==> src/rtl/zb_fifo_param_if.sv <==
// zb_fifo_param_if: write/read/flush handshake and status bundle for zb_fifo_param.
// The FIFO connects through the slave modport. The producer/consumer side connects
// through the master modport.
interface zb_fifo_param_if #(
    parameter int DATA_WIDTH = 4,
    parameter int DEPTH      = 8
);
    localparam int LW = $clog2(DEPTH) + 1;

    logic [DATA_WIDTH-1:0] inData;
    logic                  inWriteEnable;
    logic                  inReadEnable;
    logic                  inFlush;
    logic [DATA_WIDTH-1:0] outData;
    logic                  outValid;
    logic                  outFull;
    logic                  outEmpty;
    logic                  outAlmostFull;
    logic                  outAlmostEmpty;
    logic [LW-1:0]         outLevel;
    logic                  outOverflow;
    logic                  outUnderflow;

    modport slave (
        input  inData, inWriteEnable, inReadEnable, inFlush,
        output outData, outValid, outFull, outEmpty, outAlmostFull,
               outAlmostEmpty, outLevel, outOverflow, outUnderflow
    );

    modport master (
        output inData, inWriteEnable, inReadEnable, inFlush,
        input  outData, outValid, outFull, outEmpty, outAlmostFull,
               outAlmostEmpty, outLevel, outOverflow, outUnderflow
    );
endinterface

==> src/rtl/zb_fifo_param.sv <==
// zb_fifo_param: parametrised synchronous FIFO that sits between the routing fabric
// and the modem datapath. It provides an occupancy count, almost-full/almost-empty
// thresholds, a synchronous flush, and sticky overflow/underflow flags.
// Optional feature: define ZB_FIFO_FWFT_EN for first-word-fall-through (0-cycle read).
// Without it, reads are registered with 1-cycle latency.
module zb_fifo_param #(
    parameter int DATA_WIDTH = 4,
    parameter int DEPTH      = 8,
    parameter int AF_LEVEL   = DEPTH - 2,
    parameter int AE_LEVEL   = 2
) (
    input  logic              inClock,
    input  logic              inReset,
    zb_fifo_param_if.slave    bus
);
    localparam int PW = $clog2(DEPTH);
    localparam int LW = PW + 1;

    logic [DATA_WIDTH-1:0] mem_q [DEPTH];
    logic [PW-1:0]         wr_ptr_q, wr_ptr_d;
    logic [PW-1:0]         rd_ptr_q, rd_ptr_d;
    logic [LW-1:0]         level_q, level_d;
    logic                  ovf_q, ovf_d;
    logic                  udf_q, udf_d;

    logic full, empty, rd_acc, wr_acc;

    // Status is a pure function of the level register.
    assign full  = (level_q == LW'(DEPTH));
    assign empty = (level_q == '0);

    // A read is never accepted from an empty FIFO. A write into a full FIFO is
    // accepted only when a read frees a slot on the same edge.
    assign rd_acc = bus.inReadEnable && !empty;
    assign wr_acc = bus.inWriteEnable && (!full || rd_acc);

    assign bus.outFull        = full;
    assign bus.outEmpty       = empty;
    assign bus.outAlmostFull  = (level_q >= LW'(AF_LEVEL));
    assign bus.outAlmostEmpty = (level_q <= LW'(AE_LEVEL));
    assign bus.outLevel       = level_q;
    assign bus.outOverflow    = ovf_q;
    assign bus.outUnderflow   = udf_q;

    // Storage array has no reset, and flush leaves its contents in place.
    always_ff @(posedge inClock) begin
        if (wr_acc && !bus.inFlush) begin
            mem_q[wr_ptr_q] <= bus.inData;
        end
    end

    // Next state for pointers, level and sticky error flags. Flush overrides everything.
    always_comb begin
        wr_ptr_d = wr_ptr_q;
        rd_ptr_d = rd_ptr_q;
        level_d  = level_q;
        ovf_d    = ovf_q | (bus.inWriteEnable & ~wr_acc);
        udf_d    = udf_q | (bus.inReadEnable & ~rd_acc);
        if (wr_acc) wr_ptr_d = wr_ptr_q + PW'(1);
        if (rd_acc) rd_ptr_d = rd_ptr_q + PW'(1);
        case ({wr_acc, rd_acc})
            2'b10:   level_d = level_q + LW'(1);
            2'b01:   level_d = level_q - LW'(1);
            default: level_d = level_q;
        endcase
        if (bus.inFlush) begin
            wr_ptr_d = '0;
            rd_ptr_d = '0;
            level_d  = '0;
            ovf_d    = 1'b0;
            udf_d    = 1'b0;
        end
    end

    // Control state register with asynchronous active-low reset.
    always_ff @(posedge inClock or negedge inReset) begin
        if (!inReset) begin
            wr_ptr_q <= '0;
            rd_ptr_q <= '0;
            level_q  <= '0;
            ovf_q    <= 1'b0;
            udf_q    <= 1'b0;
        end else begin
            wr_ptr_q <= wr_ptr_d;
            rd_ptr_q <= rd_ptr_d;
            level_q  <= level_d;
            ovf_q    <= ovf_d;
            udf_q    <= udf_d;
        end
    end

`ifdef ZB_FIFO_FWFT_EN
    // Head word falls through from the array. Zero is shown when the FIFO is empty,
    // so flush and reset present outData=0.
    always_comb begin
        bus.outData  = '0;
        bus.outValid = !empty;
        if (!empty) bus.outData = mem_q[rd_ptr_q];
    end
`else
    logic [DATA_WIDTH-1:0] rdata_q, rdata_d;
    logic                  rvalid_q, rvalid_d;

    // Registered read port. outValid pulses for the single cycle after an accepted
    // read, while outData holds the last popped word until the next read.
    always_comb begin
        rdata_d  = rdata_q;
        rvalid_d = 1'b0;
        if (rd_acc) begin
            rdata_d  = mem_q[rd_ptr_q];
            rvalid_d = 1'b1;
        end
        if (bus.inFlush) begin
            rdata_d  = '0;
            rvalid_d = 1'b0;
        end
    end

    // Read data register with asynchronous active-low reset.
    always_ff @(posedge inClock or negedge inReset) begin
        if (!inReset) begin
            rdata_q  <= '0;
            rvalid_q <= 1'b0;
        end else begin
            rdata_q  <= rdata_d;
            rvalid_q <= rvalid_d;
        end
    end

    assign bus.outData  = rdata_q;
    assign bus.outValid = rvalid_q;
`endif
endmodule

==> src/flat_wrapper.sv <==
// flat-port wrapper written by rule: the top's interface ports become plain ports
module zb_fifo_param_flat 
#(
    parameter int DATA_WIDTH = 4,
    parameter int DEPTH      = 8,
    parameter int AF_LEVEL   = DEPTH - 2,
    parameter int AE_LEVEL   = 2
)
  (inClock, inReset, bus_inData, bus_inWriteEnable, bus_inReadEnable, bus_inFlush, bus_outData, bus_outValid, bus_outFull, bus_outEmpty, bus_outAlmostFull, bus_outAlmostEmpty, bus_outLevel, bus_outOverflow, bus_outUnderflow);
  zb_fifo_param_if #(.DATA_WIDTH(DATA_WIDTH), .DEPTH(DEPTH)) bus_i ();
  input  logic inClock;
  input  logic inReset;
  input wire logic [$bits(bus_i.inData)-1:0] bus_inData;
  input wire logic [$bits(bus_i.inWriteEnable)-1:0] bus_inWriteEnable;
  input wire logic [$bits(bus_i.inReadEnable)-1:0] bus_inReadEnable;
  input wire logic [$bits(bus_i.inFlush)-1:0] bus_inFlush;
  output wire logic [$bits(bus_i.outData)-1:0] bus_outData;
  output wire logic [$bits(bus_i.outValid)-1:0] bus_outValid;
  output wire logic [$bits(bus_i.outFull)-1:0] bus_outFull;
  output wire logic [$bits(bus_i.outEmpty)-1:0] bus_outEmpty;
  output wire logic [$bits(bus_i.outAlmostFull)-1:0] bus_outAlmostFull;
  output wire logic [$bits(bus_i.outAlmostEmpty)-1:0] bus_outAlmostEmpty;
  output wire logic [$bits(bus_i.outLevel)-1:0] bus_outLevel;
  output wire logic [$bits(bus_i.outOverflow)-1:0] bus_outOverflow;
  output wire logic [$bits(bus_i.outUnderflow)-1:0] bus_outUnderflow;
  assign bus_i.inData = bus_inData;
  assign bus_i.inWriteEnable = bus_inWriteEnable;
  assign bus_i.inReadEnable = bus_inReadEnable;
  assign bus_i.inFlush = bus_inFlush;
  assign bus_outData = bus_i.outData;
  assign bus_outValid = bus_i.outValid;
  assign bus_outFull = bus_i.outFull;
  assign bus_outEmpty = bus_i.outEmpty;
  assign bus_outAlmostFull = bus_i.outAlmostFull;
  assign bus_outAlmostEmpty = bus_i.outAlmostEmpty;
  assign bus_outLevel = bus_i.outLevel;
  assign bus_outOverflow = bus_i.outOverflow;
  assign bus_outUnderflow = bus_i.outUnderflow;
  zb_fifo_param #(.DATA_WIDTH(DATA_WIDTH), .DEPTH(DEPTH), .AF_LEVEL(AF_LEVEL), .AE_LEVEL(AE_LEVEL)) u_core (.inClock(inClock), .inReset(inReset), .bus(bus_i));
endmodule
==> config.mk <==
export PLATFORM = sky130hd
export DESIGN_NAME = zb_fifo_param_flat
export DESIGN_NICKNAME = d
export VERILOG_FILES = /design/src/rtl/zb_fifo_param_if.sv /design/src/rtl/zb_fifo_param.sv /design/src/flat_wrapper.sv
export SDC_FILE = /design/constraint.sdc
export NUM_CORES = 1
export LEC_CHECK = 0
export BUFFER_PORTS_ARGS = -buffer_cell sky130_fd_sc_hd__buf_2
export CAP_MARGIN = 20
export CORE_MARGIN = 2
export CORE_UTILIZATION = 57
export DETAILED_ROUTE_END_ITERATION = 7
export HOLD_SLACK_MARGIN = 0.05
export PLACE_DENSITY = 0.78
export SKIP_LAST_GASP = 1
export SLEW_MARGIN = 5
export SYNTH_ARGS = -nofsm -noshare
export SYNTH_HDL_FRONTEND = slang
export SYNTH_SLANG_ARGS = --single-unit
export TNS_END_PERCENT = 50
==> constraint.sdc <==
create_clock -name inClock -period 3.15 [get_ports inClock]
set_input_delay 0.63 -clock inClock [delete_from_list [all_inputs] [get_ports inClock]]
set_output_delay 0.63 -clock inClock [all_outputs]
set_load 0.01 [all_outputs]
=== After elaboration in Yosys (flattened, before gate mapping) ===
Memory sizes are Yosys's and may differ from the RTL's.
Index checks and enable logic that the tools add are counted.

* Add/subtract/negate cells: 4
* Order comparisons: 2
* Equal/unequal tests: 3
* Multiplexer cells: 14
* Bitwise logic cells: 6
* Reductions and logical operators: 11

{| class="wikitable"
|+ Operator list
! operator !! number
|-
| two-way mux 3 bit || 4
|-
| two-way mux 4 bit || 3
|-
| case mux 4 bit (2 select lines) || 1
|-
| adder 3 x 1 -> 3 bit (second input constant) || 2
|-
| two-way mux 1 bit || 6
|-
| adder 4 x 1 -> 4 bit (second input constant) || 1
|-
| equality test 4 bit (second input constant) || 1
|-
| greater-or-equal comparator 4 x 3 -> 1 bit (second input constant) || 1
|-
| less-or-equal comparator 4 x 2 -> 1 bit (second input constant) || 1
|-
| zero test 4 bit || 1
|-
| nonzero test 2 bit || 2
|-
| subtractor 4 x 1 -> 4 bit (second input constant) || 1
|-
| logical AND 1 bit || 3
|-
| zero test 1 bit || 3
|-
| nonzero test 3 bit || 1
|-
| bitwise AND 1 bit || 2
|-
| equality test 2 x 1 -> 1 bit (second input constant) || 1
|-
| equality test 2 bit (second input constant) || 1
|-
| inverter 1 bit || 2
|-
| OR 1 bit || 2
|-
| logical OR 1 bit || 1
|}

* Register bits: 17
* Memory bits (writable): 32
* Input port bits: 9
* Output and inout port bits: 15
* Memories: 1

{| class="wikitable"
|+ Memory list
! name !! depth !! bits a word !! rd ports !! clocked after Yosys merged registers in !! write ports !! line !! text
|-
| u_core.mem_q || 8 || 4 || 1 || 0 || 1 || zb_fifo_param.sv:19 || <nowiki>logic [DATA_WIDTH-1:0] mem_q [DEPTH];</nowiki>
|}

=== Logic depth before layout (Yosys ltp) ===
Gate-level depths: netlist of the first run.

* Depth after elaboration: 9
* Mapped depth: 10
* Depth with buffers taken out: 8

=== Worst setup path before layout of the first run ===
OpenSTA, ideal clock, no wires.

* Kind: register -> register
* From: reg u_core.level_q[0], in the netlist u_core.bus.outLevel[0]
* To: reg u_core.level_q[3], in the netlist u_core.bus.outLevel[3]
* Setup time: 82 ps
* Arrival: 2422 ps
* Setup slack: 646 ps
* Cell stages (with the launch flop): 11
* Buffers on the path: 2
* Path through: dfrtp_1 > buf_4 > or3_1 > buf_6 > o21ai_1 > nor2_1 > ha_1 > a21o_1 > a2111oi_0 > o21ai_0 > a31oi_1

* Cells in the longest elaborated chain, start to end: 8
* Elaborated cells between the ends (all ways): 14
* Those cells by class: add/sub: 2; eq/ne: 3; mux: 2; reduce/logical: 7

{| class="wikitable"
|+ Ends and longest elaborated chain
! element !! line !! text
|-
| from (decl) || zb_fifo_param.sv:22 || <nowiki>logic [LW-1:0] level_q, level_d;</nowiki>
|-
| from (signal assigned) || zb_fifo_param.sv:86 || <nowiki>level_q <= level_d;</nowiki>
|-
| zero test 4 bit || zb_fifo_param.sv:30 || <nowiki>assign empty = (level_q == '0);</nowiki>
|-
| zero test 1 bit || zb_fifo_param.sv:34 || <nowiki>assign rd_acc = bus.inReadEnable && !empty;</nowiki>
|-
| logical AND 1 bit || zb_fifo_param.sv:34 ||
|-
| logical OR 1 bit || zb_fifo_param.sv:35 || <nowiki>assign wr_acc = bus.inWriteEnable && (!full || rd_acc);</nowiki>
|-
| logical AND 1 bit || zb_fifo_param.sv:35 ||
|-
| equality test 2 x 1 -> 1 bit or equality test 2 bit (tied branches) || zb_fifo_param.sv:61 || <nowiki>case ({wr_acc, rd_acc})</nowiki>
|-
| case mux 4 bit (2 select lines) || zb_fifo_param.sv:61 ||
|-
| two-way mux 4 bit || zb_fifo_param.sv:66 || <nowiki>if (bus.inFlush) begin</nowiki>
|}

Several ways; a longest one is shown, not always the timed one.
A chain may end at the register's enable or synchronous reset.

=== Worst setup path after layout of the first run ===
Same ends and word-level chain as after synthesis.

==> results of run 1 <==
==> worst paths after layout <==
kind,endpoint,slack (ns),cells after the start
max in group asynchronous,u_core.wr_ptr_q[0],2.63,1
max reg2reg,u_core.bus.outLevel[3],0.44,8
min in group inClock,u_core.bus.outOverflow,0.52,2
max,u_core.bus.outLevel[3],0.44,8
min,u_core.bus.outValid,0.24,1
min reg2reg,u_core.bus.outOverflow,0.52,2
==> area by class of cell <==
class	count	area share, %
clock inverter	2	1.58
tap	48	2.44
sequential	49	56.4
timing repair buffer	25	5.29
multi-input combinational	94	31.2
clock buffer	6	2.95
inverter	1	0.153
==> layer usage <==
metal  part of all wire [%]  wire [µm]
met2                     53       2030
met4                   0.83         32
met1                     41       1570
met5                      0          0
met3                    5.6        214
==> worst max-delay path, cell delays in order (launching register included) <==
cell and delay, ns:
dfrtp_1 0.52, or3_1 0.53, o21ai_1 0.27, nor2_1 0.14
ha_1 0.31, a21o_1 0.19, a2111oi_0 0.39, o21ai_0 0.15
a31oi_1 0.13
==> flip-flops by register name, indices dropped and copies added (netlist names) <==
register	cells
u_core.bus.outUnderflow	1
u_core.bus.outLevel	4
u_core.bus.outData	4
u_core.mem_q	32
u_core.bus.outValid	1
u_core.bus.outOverflow	1
u_core.wr_ptr_q	3
u_core.rd_ptr_q	3
==> metrics by stage <==
stage	worst slack (ns)	power, mW	hold slack [ns]	cell area (µm²)	util, %
final	0.437	1.90	0.236	2460	66.2
after global routing	0.138	2.02	0.254	2460	66.2
after CTS	0.445	1.92	0.246	2460	66.2
after detailed placement	0.491	1.48	0.500	2350	63.2
after global placement	0.622	1.45	0.472	2350	63.2
after floorplan	0.646	1.36	0.334	2230	-
==> report_power, final <==
part / internal (mW) / switching [mW]
sequential: 0.754 / 0.123
combinational: 0.276 / 0.314
clock: 0.238 / 0.198
total: 1.27 / 0.635
==> Yosys cell counts (all sizes together) <==
master / n
a2111oi: 1
or3: 1
edfxtp: 32
nor4b: 1
a211oi: 7
buf: 6
a21oi: 5
a21o: 1
o31ai: 1
o311a: 1
nor4: 1
fa: 1
nand2: 6
dfrtp: 17
xor2: 3
xnor2: 4
ha: 4
mux4: 8
clkbuf: 6
nand2b: 1
or3b: 1
nand3: 1
nor2b: 2
nor3: 4
a211o: 1
mux2i: 6
o21ai: 3
a31oi: 1
inv: 1
o41a: 1
nor2: 23
nand3b: 2
o211ai: 2
a21boi: 1
==> cell families (layout without fill, tap and decap cells) <==
kind of cell	after synthesis	in the layout	synth area share [%]
compound gates	25	25	8.94
xor+xnor	7	7	2.75
fa+ha+maj	5	5	3.15
buf+inv	13	34	3.20
flops	49	49	62.3
mux	14	14	10.8
simple gates	43	43	8.88
==> impl_metrics.yaml, run 1 <==
final_layout:
  final_cell_mix: "32 x edfxtp_1, 23 x nor2_1, 23 x buf_2"
  instances_no_fill: 225
  areaGrowthSynthToFinish_pct: 10.5
  layout.nets: 190
  n_antenna_cell: 0
  multiInputGateArea_um2: 768
  final_common_cell: "edfxtp_1"
  final_layout_size_suffix_gt1_share_pct: 24.3
  nFillCells: 280
  regArea_um2: 1390
global_routing:
  grt_pass1_wl_um: 6330
  use_met3_pct: 6.08
  track_usage_pct: 20.3
  antenna_found_initial: 0
  grt-ovfl-total: 0
  use_met2_pct: 34.4
  use_met1_pct: 25.5
  grt_start_max_net_pins: 22
  busiest_layer: "met2"
  grt_pass1_vias: 1317
drt:
  routed_wl_um: 3850
  vias: 1324
  dr.pass1.iters: 4
  ant_nets: 0
  drtIter0Drc: 135
  drc_errors: 0
  viasPerCell: 5.88
  drt-wirelength-per-cell_um: 17.1
clock_network:
  cts.clk_slew.worst_paths_ns: 0.09
  cts.sinks: 49
  ctsHtreeMaxLevel: 2
  cts_tree: "yes"
  cts_hold_buf: 0
  clk_path_buf_depth: 2
  cts-root-buf: "clkbuf_8"
  post_cts_buffers: 0
  clk_latency_ns: 0.30
  cts_resized: 0
  cts_buffers: 5
yosys:
  syn_avg_cell_area_um2: 14.3
  synth_top_area_cell: "edfxtp_1"
  ys_seq_area_share_pct: 62.3
  synthTopCellsByArea: "edfxtp_1 43%, dfrtp_1 19%, mux4_2 8.1%"
  syn_inst: 156
  ys_types: 39
  yosys_warnings: 0
  syn_area_um2: 2230
  synth_top_area_share_pct: 43.2
  ys_ff_latch: 49
  syn_nets: 170
sta:
  finalSetupTns_ns: 0
  maxSlewHeadroom_pct: 47.7
  fin_skew_ns: 0.00772
  finalMaxSlewViolations: 0
  fin_crit_ns: 2.71
  fin_crit_sh_pct: 86.1
  fmax_mhz: 369
  tightest_slew_ns: 0.779
  setup_viol_count_final: 0
  finalHoldViolCount: 0
  rsz0062_at_grt: "false"
placed_design:
  port_buffers: 23
  dp.final_hpwl_um: 2790
  dp.cells: 217
  place_congestion: 0.855
critical_path:
  startpoint: "u_core.bus.outLevel[0]"
  cp-end-kind: "flip-flop"
  reg2reg_from: "u_core.bus.outLevel[0]"
  worstSetupPathType: "flip-flop to flip-flop"
  cp-start-kind: "flip-flop"
  crit_arrival_ns: 2.94
  worstPathMaxFanout: 11
  crit_required_ns: 3.38
die:
  rows: 22
  die_h_um: 66.5
  io_pins: 24
  start_util_pct: 59.9
  die_x_um: 66.5
  die-area_um2: 4420
  fp.coreArea_um2: 3720
run_status:
  outcome: "finished clean"
pwr:
  p_leak_nw: 0.938
  peakVddDrop_mv: 0.367
  power_density_nw_per_um2: 774
min_path:
  timing.hold.worst.class: "primary input to async pin"
flow_run:
  maxCapViolCount: 0
No activity file was read; power rests on OpenSTA's default activity.
==> inputs of run 2 (changes only) <==
- CTS_CLUSTER_DIAMETER: not set -> 150
- PLACE_DENSITY: 0.78 -> 0.82
- clock period: 3.15 -> 2.8 ns (I/O delays scaled with it)
==> run 2 against run 1 <==
  * Clock skew shrank 0.00087 ns
  * Global-route usage grew 1.8 points
  * Combinational power grew 18%
  * Total power grew 15%
  * Critical endpoint unchanged
  * Critical path depth is the same
  * Die area is the same
  * Flip-flop and latch count is the same
  * Final cell count grew 0.44%
  * Sequential power grew 13%
  * Largest cell class unchanged
  * Fmax grew 5.4%
  * First-iteration DRC count shrank 30%
  * Register-to-register slack lost 0.21 ns
==> impl_metrics.yaml, run 2 (synthesis results as in run 1) <==
pwr:
  peakVddDrop_mv: 0.488
  clkPwrFrac_pct: 22.6
  design_power_total_mw: 2.18
  p_leak_nw: 0.939
  power_frac_comb_pct: 32.0
  power_density_nw_per_um2: 884
  sw_frac_of_total_pct: 34.0
  p_sw_uw: 742
  intPower_mw: 1.44
  seq_power_share_pct: 45.4
die:
  start_util_pct: 59.9
  fp.coreArea_um2: 3720
  die_x_um: 66.5
  die-area_um2: 4420
  rows: 22
  die_h_um: 66.5
  io_pins: 24
critical_path:
  cp-end-kind: "flip-flop"
  crit_required_ns: 3.02
  worstPathMaxFanout: 11
  cp-start-kind: "flip-flop"
  worstSetupPathType: "flip-flop to flip-flop"
  crit_arrival_ns: 2.80
global_routing:
  antenna_found_initial: 0
  track_usage_pct: 22.1
  grt_pass1_vias: 1352
  grt-ovfl-total: 0
  grt_start_max_net_pins: 22
  grt_pass1_wl_um: 6930
drt:
  ant_nets: 0
  vias: 1366
  routed_wl_um: 4260
  viasPerCell: 6.04
  drtIter0Drc: 95
  drt-wirelength-per-cell_um: 18.9
  dr.pass1.iters: 4
  drc_errors: 0
sta:
  finalSetupTns_ns: 0
  fin_worst_hold_slack_ns: 0.169
  tightest_slew_ns: 0.703
  fin_crit_ns: 2.57
  rsz0062_at_grt: "false"
  fmax_mhz: 388
  fin_crit_sh_pct: 92.0
  finalHoldViolCount: 0
  setup_viol_count_final: 0
  maxSlewHeadroom_pct: 52.8
  finalMaxSlewViolations: 0
  fin_skew_ns: 0.00684
final_layout:
  regMostFlops: "u_core.mem_q"
  layout.nets: 191
  final_cell_mix: "32 x edfxtp_1, 23 x nor2_1, 23 x buf_2"
  n_antenna_cell: 0
  nFillCells: 273
  largest_register_ffs: 32
  final_layout_size_suffix_gt1_share_pct: 24.7
  areaGrowthSynthToFinish_pct: 10.8
  final_common_cell: "edfxtp_1"
flow_run:
  maxCapViolCount: 0
clock_network:
  post_cts_buffers: 0
  clk_latency_ns: 0.30
  cts_hold_buf: 0
  cts_buffers: 5
  cts-root-buf: "clkbuf_8"
  clk_path_buf_depth: 2
  cts.clk_slew.worst_paths_ns: 0.09
  ctsHtreeMaxLevel: 2
  cts.sinks: 49
  cts_tree: "yes"
  cts_resized: 0
placed_design:
  port_buffers: 23
  place_congestion: 0.829
  dp.final_hpwl_um: 3130
run_status:
  outcome: "finished clean"
min_path:
  timing.hold.worst.class: "primary input to async pin"
run 2: power groups by stage:
stage          Combinational [mW]  Sequential, mW  Clock [mW]
2_1_floorplan               0.582           0.945           0
3_3_place_gp                0.658           0.990           0
3_5_place_dp                0.698            1.00           0
4_1_cts                     0.701           0.990       0.502
5_1_grt                     0.764            1.01       0.523
6_report                    0.697           0.990       0.493
run 2: metrics by stage:
step | std cells | utilization (%) | worst slack (ns) | cell area (µm²)
after CTS | 226 | 66.4 | 0.237 | 2470
after global routing | 226 | 66.4 | 0.0731 | 2470
after detailed placement | 218 | 63.4 | 0.269 | 2360
final | 226 | 66.4 | 0.225 | 2470
after global placement | 218 | 63.4 | 0.418 | 2360
after floorplan | 156 | - | 0.296 | 2230
run 2: layout make-up:
class	count	area, µm²	share of cell area, %
clock inverter	3	41.3	1.67
multi-input combinational	94	768	31.2
clock buffer	5	68.8	2.79
tap	48	60.1	2.44
inverter	1	3.75	0.152
sequential	49	1390	56.2
timing repair buffer	26	138	5.58
run 2: final timing paths:
| path | depth (start not counted) | to | slack, ns | start |
|---|---|---|---|---|
| max | 8 | u_core.bus.outLevel[3] | 0.23 | u_core.bus.outLevel[0] |
| min | 1 | u_core.bus.outLevel[2] | 0.17 | inReset |
| max reg2reg | 8 | u_core.bus.outLevel[3] | 0.23 | u_core.bus.outLevel[0] |
| min reg2reg | 2 | u_core.bus.outOverflow | 0.50 | u_core.bus.outOverflow |
| max in group asynchronous | 1 | u_core.bus.outData[0] | 2.35 | inReset |
| min in group inClock | 2 | u_core.bus.outOverflow | 0.50 | u_core.bus.outOverflow |
run 2: worst max-delay path, stage by stage, from the launching register on:
cell and delay, ns:
dfrtp_1 0.53, or3_1 0.42, o21ai_1 0.21, nor2_1 0.13, ha_1 0.33, a21o_1 0.20, a2111oi_0 0.38, o21ai_0 0.15
a31oi_1 0.16
run 2: layer usage:
| layer | track usage (%) | up-vias | share of wire, % |
|---|---|---|---|
| met5 | 0 | - | 0 |
| met4 | 7.14 | 0 | 1.8 |
| met2 | 36.1 | 31 | 52 |
| li1 | - | 626 | - |
| met1 | 29.1 | 698 | 43 |
| met3 | 5.74 | 11 | 3.5 |
==> inputs of run 3 (changes only) <==
- CORE_ASPECT_RATIO: not set -> 1.4
==> run 3 against run 2 <==
  * Final area is 0.96% lower
  * Final cell count is 2.7% lower
  * Setup slack better by 0.026 ns
  * Critical path depth stayed put
  * First-iteration DRC count is 16% lower
  * Clock power is 17% lower
  * Routed wire length is 8.7% lower
==> impl_metrics.yaml, run 3 (synthesis results as in run 1) <==
critical_path:
  crit_required_ns: 3.03
  timing.rr.end: "u_core.bus.outLevel[3]"
  path_cells: "or3_1 -> o21ai_1 -> nor2_1 -> ha_1 -> a21o_1 -> a2111oi_2 -> o21ai_0 -> a31oi_1"
  cp-start-kind: "flip-flop"
  cp_slowest_cell: "dfrtp_1"
  rr_worst_depth: 8
  r2r_slack_ns: 0.25
  cp-end-kind: "flip-flop"
  crit_arrival_ns: 2.78
  cpPeakStageDelay_ns: 0.51
  worstSetupPathType: "flip-flop to flip-flop"
  worstPathMaxFanout: 10
  reg2reg_from: "u_core.bus.outLevel[2]"
global_routing:
  track_usage_pct: 19.6
  grt_pass1_vias: 1340
  antenna_found_initial: 0
  grt_pass1_wl_um: 6540
  grt_start_max_net_pins: 22
  grt-ovfl-total: 0
final_layout:
  largest_register_ffs: 32
  n_antenna_cell: 0
  nFillCells: 276
  layout.nets: 191
  areaGrowthSynthToFinish_pct: 9.72
  multiInputGateArea_um2: 774
  regArea_um2: 1390
  regMostFlops: "u_core.mem_q"
  finalInstanceArea_um2: 2440
  final_cell_mix: "32 x edfxtp_1, 23 x nor2_1, 23 x buf_2"
  final_common_cell: "edfxtp_1"
  final_layout_size_suffix_gt1_share_pct: 25.8
clock_network:
  cts-root-buf: "clkbuf_8"
  ctsHtreeMaxLevel: 2
  cts.clk_slew.worst_paths_ns: 0.09
  cts_buffers: 5
  post_cts_buffers: 0
  cts.sinks: 49
  cts_hold_buf: 0
  cts_resized: 0
  cts_tree: "yes"
  clk_latency_ns: 0.30
  clk_path_buf_depth: 2
sta:
  rsz0062_at_grt: "false"
  fin_skew_ns: 0.00627
  fin_crit_sh_pct: 91.0
  finalHoldViolCount: 0
  finalMaxSlewViolations: 0
  maxSlewHeadroom_pct: 57.3
  fmax_mhz: 392
  finalSetupTns_ns: 0
  tightest_slew_ns: 0.635
  setup_viol_count_final: 0
  fin_crit_ns: 2.55
drt:
  vias: 1330
  viasPerCell: 6.05
  routed_wl_um: 3890
  dr.pass1.iters: 4
  drt-wirelength-per-cell_um: 17.7
  drc_errors: 0
  drtIter0Drc: 80
  ant_nets: 0
placed_design:
  placed_cell_area_um2: 2350
  place_congestion: 0.912
  dp.final_hpwl_um: 2830
  port_buffers: 23
die:
  die_x_um: 56.8
  start_util_pct: 60.0
  die_h_um: 77.9
  rows: 26
  io_pins: 24
  die-area_um2: 4430
  fp.coreArea_um2: 3710
flow_run:
  maxCapViolCount: 0
pwr:
  p_leak_nw: 0.932
  peakVddDrop_mv: 0.680
  power_density_nw_per_um2: 855
  design_power_total_mw: 2.09
min_path:
  timing.hold.worst.class: "primary input to async pin"
run_status:
  outcome: "finished clean"
==> run 3: cell count changes in the layout (fill, tap and decap cells not counted), sizes merged <==
| cell | previous run | this run |
|---|---|---|
| inv | 1 | 2 |
| clkbuf | 5 | 6 |
| clkinvlp | 1 | 0 |
| bufinv | 1 | 0 |
==> run 3: where the power goes <==
part | total [mW] | switching (mW) | internal (mW)
registers | 0.992 | 0.142 | 0.850
logic | 0.688 | 0.358 | 0.330
clock network | 0.409 | 0.231 | 0.178
total | 2.09 | 0.731 | 1.36
==> run 3: worst max-delay path, delay by kind of cell, from the launching register on <==
family | cells | cell delay (ns)
flops | 1 | 0.51
compound gates | 5 | 1.06
fa+ha+maj | 1 | 0.32
simple gates | 2 | 0.57
==> run 3: area by class of cell <==
| cell class | instances | area share (%) |
|---|---|---|
| clock inverter | 2 | 0.564 |
| sequential | 49 | 56.8 |
| clock buffer | 6 | 2.97 |
| multi-input combinational | 94 | 31.7 |
| timing repair buffer | 26 | 5.64 |
| inverter | 1 | 0.154 |
| tap | 42 | 2.15 |
==> run 3: per-layer routing <==
| metal | wire (µm) | track usage [%] | vias to the layer above |
|---|---|---|---|
| met4 | 32 | 5.35 | 0 |
| met1 | 1510 | 23.5 | 670 |
| met5 | 0 | 0 | - |
| li1 | - | - | 623 |
| met2 | 2200 | 35.1 | 34 |
| met3 | 150 | 4.67 | 3 |
==> run 3: worst max path at each step <==
| stage | from | to | slack [ns] | cells after the start |
|---|---|---|---|---|
| after floorplan | u_core.bus.outLevel[0] | u_core.bus.outLevel[3] | 0.30 | 10 |
| after global routing | u_core.bus.outLevel[2] | u_core.bus.outLevel[3] | 0.04 | 8 |
| final | u_core.bus.outLevel[2] | u_core.bus.outLevel[3] | 0.25 | 8 |
| after global placement | u_core.bus.outLevel[0] | u_core.bus.outLevel[3] | 0.42 | 8 |
| after CTS | u_core.bus.outLevel[0] | u_core.bus.outLevel[3] | 0.17 | 8 |
| after detailed placement | u_core.bus.outLevel[0] | u_core.bus.outLevel[3] | 0.21 | 8 |
==> run 3: per-stage QoR <==
stage	std cells	hold slack (ns)	util, %	setup slack (ns)
global placement	212	0.473	63.3	0.416
detailed placement	212	0.494	63.3	0.209
finish	220	0.165	65.9	0.251
floorplan	156	0.264	-	0.296
global route	220	0.195	65.9	0.0387
CTS	220	0.174	65.7	0.175
